--- src/rtl/simd_loop_iter_ctrl_pkg.sv ---
// rtl/simd_loop_iter_ctrl_pkg.sv - shared defaults, FSM encoding and iter_done bit order
package simd_loop_iter_ctrl_pkg;

  localparam int LOOP_ID_W_DEF     = 5;
  localparam int LOOP_ITER_W_DEF   = 16;
  localparam int NUM_MAX_LOOPS_DEF = 1 << LOOP_ID_W_DEF;

  // iter_done[NUM_MAX_LOOPS] is the innermost tick, [i] is "loop i wrapped", [0] is nest done
  localparam int ITER_DONE_NEST_BIT = 0;

  typedef enum logic [1:0] {
    ST_IDLE  = 2'd0,
    ST_ALIGN = 2'd1,
    ST_RUN   = 2'd2,
    ST_DONE  = 2'd3
  } loop_state_e;

endpackage

--- src/rtl/simd_loop_counter_cell.sv ---
// rtl/simd_loop_counter_cell.sv - one loop level: iteration counter plus its last-index register
module simd_loop_counter_cell
  import simd_loop_iter_ctrl_pkg::*;
#(
  parameter int LOOP_ITER_W = LOOP_ITER_W_DEF
) (
  input  logic                   clk,
  input  logic                   reset,
  input  logic                   cfg_we_i,
  input  logic                   cfg_clr_i,
  input  logic [LOOP_ITER_W-1:0] cfg_data_i,
  input  logic                   clr_i,
  input  logic                   inc_i,
  output logic                   wrap_o
);

  logic [LOOP_ITER_W-1:0] cnt_q, cnt_d;
  logic [LOOP_ITER_W-1:0] last_q, last_d;

  // inc_i is the wrap of the next-inner level, so a wrap here only happens on a step
  assign wrap_o = inc_i & (cnt_q == last_q);

  always_comb begin
    cnt_d  = cnt_q;
    last_d = last_q;
    if (clr_i || wrap_o) begin
      cnt_d = '0;
    end else if (inc_i) begin
      cnt_d = cnt_q + LOOP_ITER_W'(1);
    end
    if (cfg_clr_i) begin
      last_d = '0;
    end else if (cfg_we_i) begin
      last_d = cfg_data_i;
    end
  end

  always_ff @(posedge clk or negedge reset) begin
    if (!reset) begin
      cnt_q  <= '0;
      last_q <= '0;
    end else begin
      cnt_q  <= cnt_d;
      last_q <= last_d;
    end
  end

endmodule

--- src/rtl/simd_loop_iter_ctrl.sv ---
// rtl/simd_loop_iter_ctrl.sv - loop-nest iteration controller driving the stride walker's iter_done
module simd_loop_iter_ctrl
  import simd_loop_iter_ctrl_pkg::*;
#(
  parameter int LOOP_ID_W     = LOOP_ID_W_DEF,
  parameter int NUM_MAX_LOOPS = 1 << LOOP_ID_W,
  parameter int LOOP_ITER_W   = LOOP_ITER_W_DEF
) (
  input  logic                   clk,
  input  logic                   reset,
  input  logic                   cfg_loop_iter_v,
  input  logic [LOOP_ITER_W-1:0] cfg_loop_iter,
  input  logic                   block_done,
  input  logic                   start,
  input  logic                   stall,
  output logic [NUM_MAX_LOOPS:0] iter_done,
  output logic                   busy,
  output logic                   done
);

  loop_state_e          state_q, state_d;
  logic [LOOP_ID_W-1:0] wr_ptr_q, wr_ptr_d;
  logic                 tick;
  logic                 cfg_we;
  logic                 cnt_clr;

  assign tick    = (state_q == ST_RUN) & ~stall;
  assign cfg_we  = (state_q == ST_IDLE) & cfg_loop_iter_v & ~block_done;
  assign cnt_clr = (state_q == ST_IDLE) & start;
  assign iter_done[NUM_MAX_LOOPS] = tick;

  // Each level gets its own wrap net so the ripple chain is not a self-dependent vector
  for (genvar g = 0; g < NUM_MAX_LOOPS; g++) begin : g_lvl
    logic inc;
    logic wrap;
    if (g == NUM_MAX_LOOPS - 1) begin : g_inner
      assign inc = tick;
    end else begin : g_outer
      assign inc = g_lvl[g+1].wrap;
    end

    simd_loop_counter_cell #(
      .LOOP_ITER_W (LOOP_ITER_W)
    ) u_cell (
      .clk        (clk),
      .reset      (reset),
      .cfg_we_i   (cfg_we && (wr_ptr_q == LOOP_ID_W'(g))),
      .cfg_clr_i  (block_done),
      .cfg_data_i (cfg_loop_iter),
      .clr_i      (cnt_clr),
      .inc_i      (inc),
      .wrap_o     (wrap)
    );

    assign iter_done[g] = wrap;
  end

  always_comb begin
    wr_ptr_d = wr_ptr_q;
    if (block_done) begin
      wr_ptr_d = '0;
    end else if (cfg_we && (wr_ptr_q != LOOP_ID_W'(NUM_MAX_LOOPS - 1))) begin
      wr_ptr_d = wr_ptr_q + LOOP_ID_W'(1);
    end
  end

  always_comb begin
    state_d = state_q;
    busy    = (state_q != ST_IDLE);
    done    = 1'b0;
    case (state_q)
      ST_IDLE:  if (start) state_d = ST_ALIGN;
      ST_ALIGN: state_d = ST_RUN;
      ST_RUN:   if (iter_done[ITER_DONE_NEST_BIT]) state_d = ST_DONE;
      ST_DONE: begin
        done    = 1'b1;
        state_d = ST_IDLE;
      end
      default:  state_d = ST_IDLE;
    endcase
  end

  always_ff @(posedge clk or negedge reset) begin
    if (!reset) begin
      state_q  <= ST_IDLE;
      wr_ptr_q <= '0;
    end else begin
      state_q  <= state_d;
      wr_ptr_q <= wr_ptr_d;
    end
  end

endmodule
--- config.mk ---
export PLATFORM = sky130hd
export DESIGN_NAME = simd_loop_iter_ctrl
export DESIGN_NICKNAME = d
export VERILOG_FILES = /design/src/rtl/simd_loop_iter_ctrl_pkg.sv /design/src/rtl/simd_loop_counter_cell.sv /design/src/rtl/simd_loop_iter_ctrl.sv
export SDC_FILE = /design/constraint.sdc
export NUM_CORES = 2
export LEC_CHECK = 0
export BUFFER_PORTS_ARGS = -buffer_cell sky130_fd_sc_hd__buf_2
export CAP_MARGIN = 15
export CORE_AREA = 2 2 307 309
export DETAILED_ROUTE_END_ITERATION = 12
export DIE_AREA = 0 0 309 311
export PLACE_DENSITY_LB_ADDON = 0.3
export SLEW_MARGIN = 20
export SYNTH_ARGS = -nofsm -noshare
export SYNTH_HDL_FRONTEND = slang
export SYNTH_SLANG_ARGS = --single-unit
--- constraint.sdc ---
create_clock -name clk -period 5 [get_ports clk]
set_clock_uncertainty 0.2 [all_clocks]
set_input_delay 0.5 -clock clk [delete_from_list [all_inputs] [get_ports clk]]
set_output_delay 0.5 -clock clk [all_outputs]
set_load 0.03 [all_outputs]
==> summary.txt <==
Drt
  – Met2 WL: approximately 70 mm
  – DRC Markers: 0
  – Initial DRC Count: between 4k and 5k
  – First-pass DRT Iterations: 6
  – Routed wire per std cell: 20.6 um
  – Routed wl met3: 11.5 mm
  – Post-Route WL: around 150 mm
  – DRT met1 WL: 62.7 mm
  – DR vias/cell: 6.14
  – Via count: 45.0k
  – ANT nets after route: 0
  – Top Layer Used: met5

Layout
  – Multi-input logic area: ~26000 um2
  – Fraction of layout cells with a size suffix above 1: 6.66%
  – Cell area after layout: 58500 um2
  – Register Area: approximately 26000 um2
  – # fillers: between 7k and 8k
  – Finished Layout Cells: 7325
  – Most frequent cells in the layout: 1315 x nand2_1, 1031 x dfrtp_1, 774 x a21oi_1
  – Post-synthesis to final-layout area growth: 9.79%
  – Most common cell after layout, fill and taps aside: nand2_1
  – Final #Nets: 6040

Worst setup path
  – CP Data Required Time: 4300 ps
  – Flop2flop setup slack: 400 ps
  – CP endpoint: iter_done[1]
  – Delay of the slowest cell on the worst path: 660 ps
  – FF-to-FF path depth: 9
  – Startpoint type of the worst setup path: flop
  – WS Path Type: reg -> out
  – CP max-delay cell: or4_4
  – Crit path launch: state_q[0]
  – Reg-to-Reg Start: g_lvl[28].u_cell.cnt_q[12]
  – CP Cell Sequence: inv_1 > ha_1 > nand2b_2 > clkinv_1 > nand2_1 > or4_4 > clkinv_4 > nand4_4 > buf_8 > or3_4 > nor2b_1 > buf_2
  – Reg2reg end: g_lvl[7].u_cell.cnt_q[7]
  – CP Max Fanout: 20
  – Critical Path AT: 4090 ps
  – Crit path capture type: output pin

Global route
  – Largest net degree at the start of global routing: about 180
  – Initial antenna violation count: 1
  – Number of global-route vias before repair: roughly 43k
  – Grt ovf: 0
  – Gr usage total: 31.3%
  – First-pass GRT wire length: 241 mm

Yosys
  – Syn. warnings: 0
  – Synth Flop Type: dfrtp_1
  – Post-Syn Area: 53300 um2
  – Yosys cell types: 62
  – Synth Register Bits: 1031
  – Mapped Avg Cell Area: between 8 and 9 um2
  – Syn_nets: 6123
  – Async S/R FF share, synth: 100%
  – Sequential cell area fraction in the yosys report: 48.4%
  – Post-synth EDFFs: 0
  – Syn Inst Count: 6060

Timing
  – Fin. Hold Viols: 0
  – RSZ-0062 raised after global routing: false
  – Final Setup Violations: 0
  – Max Clk Rate: 209 MHz
  – Slew HR: between 20% and 30%
  – Fin crit period: 4790 ps
  – Final TNS setup: 0 ps
  – WHS: 46.2 ps
  – Crit share post-route: a little over nine tenths
  – Worst slew pin tran: 1150 ps
  – Final Slew Violations: 0

CTS
  – Clock Sinks: 1031
  – Worst-Skew Late Latency: between 600 and 700 ps
  – Max Root-Sink Buffers: 3
  – CTS root buf: clkbuf_16
  – CTS tree: built
  – Clk slew on worst S/H paths: 60 ps
  – Cts bufs inserted: 109
  – H-tree lvl count: 3

Power
  – Leak pwr: between 20 and 30 nW
  – Max IR drop VDD: 0.000321 V
  – Power Dens Cells: between 300 and 400 nW/um2
  – Total design power: 0.0217 W

Run
  – Max Cap Violations: 0

Floorplan
  – Ports: 57
  – Rows: between 100 and 150
  – Starting Density: between 50% and 60%
  – Area of the core: approximately 93000 um2
  – Chip height: between 300 and 400 um
  – DIE AREA: 96100 um2
  – Die width: 309 um

Place
  – Port bufs: 56
  – Placed cell area: 54600 um2
  – Final GP Congestion: 0.917
  – Inst Count DP: just over 7k
  – HPWL Detailed: 95.6 mm

Status
  – Run status: finished, final reports clean

Worst hold path
  – HP Class: in -> reg
synthesized netlist by cell type, drive strengths merged, types with 7 or more instances:
master,count,area (um2)
and3,123,769
nor4,108,701
o31ai,64,480
nor4b,11,96.3
buf,51,353
nor2,339,1270
and4,38,333
inv,76,285
nand3,218,1100
nand4b,8,70.1
dfrtp,1031,25800
o21ai,206,1030
o211ai,24,180
clkbuf,311,1170
and2,29,181
nor3,69,355
xnor2,255,2230
or3,150,943
nand3b,9,67.6
a21oi,777,3890
nand4,157,997
xor2,476,4170
or4b,8,80.1
or4,74,563
a211oi,9,67.6
nor3b,7,52.6
nand2,1316,4940
ha,41,513
mux2i,10,100
power by group:
part           switching, W  total (W)  leakage [nW]  internal [W]
Sequential         0.000202    0.00868          14.4       0.00848
Combinational       0.00351    0.00463          10.3       0.00112
Clock               0.00345    0.00844          1.84       0.00499
Total               0.00715     0.0217          26.5        0.0146
layer usage:
layer / up-vias / global-route usage [%]
met5: - / 0
met4: 2 / 12.2
met3: 358 / 4.56
met2: 1765 / 49.4
met1: 22200 / 43.7
li1: 20600 / -
cells by family (layout without fill, tap and decap cells):
family	count (synthesis)	in the layout	synth area share, %
DFF	1031	1031	48.4
other	0	1	0
buffers and inverters	440	450	3.41
AOI/OAI and AO/OA	1124	1124	11.3
adders and majority gates	41	41	0.963
xor gates and xnor gates	731	731	12.0
muxes	11	11	0.209
and+or+nand+nor	2682	2682	23.7
flip-flops by register name, summed over array words and instances (netlist names):
signal,flops
g_lvl.u_cell.cnt_q,512
wr_ptr_q,5
g_lvl.u_cell.last_q,512
state_q,2
how the worst min path moves through the flow:
stage | startpoint | to | cells past startpoint
floorplan | reset | g_lvl[0].u_cell.cnt_q[0] | 0
global placement | g_lvl[3].u_cell.cnt_q[15] | g_lvl[3].u_cell.cnt_q[15] | 1
detailed placement | g_lvl[3].u_cell.cnt_q[15] | g_lvl[3].u_cell.cnt_q[15] | 1
CTS | cfg_loop_iter[2] | g_lvl[10].u_cell.last_q[2] | 3
global route | cfg_loop_iter[13] | g_lvl[8].u_cell.last_q[13] | 3
finish | cfg_loop_iter[2] | g_lvl[10].u_cell.last_q[2] | 3
metrics by stage:
step / worst slack, ps / util (%)
5_1_grt: 50.9 / 63.0
6_report: 209 / 63.1
3_5_place_dp: 547 / 58.9
4_1_cts: 35.9 / 63.0
2_1_floorplan: 1140 / -
3_3_place_gp: 616 / 58.9
critical path: cells and delay by family, from the launching register on:
kind / cells / cell delay, ps
fa+ha+maj: 1 / 290
simple gates: 6 / 1850
flops: 1 / 390
buf+inv: 5 / 860
area by class of cell:
| cell class | instances | area share [%] |
|---|---|---|
| multi-input combinational | 4589 | 44.1 |
| sequential | 1031 | 44.1 |
| clock buffer | 166 | 5.56 |
| tap | 1254 | 2.68 |
| timing repair buffer | 168 | 2.16 |
| clock inverter | 38 | 0.821 |
| inverter | 78 | 0.518 |
| antenna | 1 | 0.00428 |
timing repair:
item | 4_1_cts | 5_1_grt
endpoints found under the hold margin | 93 | 0
buffers inserted | 0 | 0
pin swaps | 0 | 1
gates resized for setup | 2 | 10
endpoints found under the setup margin | 2 | 9
hold buffers | 2 | 0
Power figures use the tool's default switching activity.
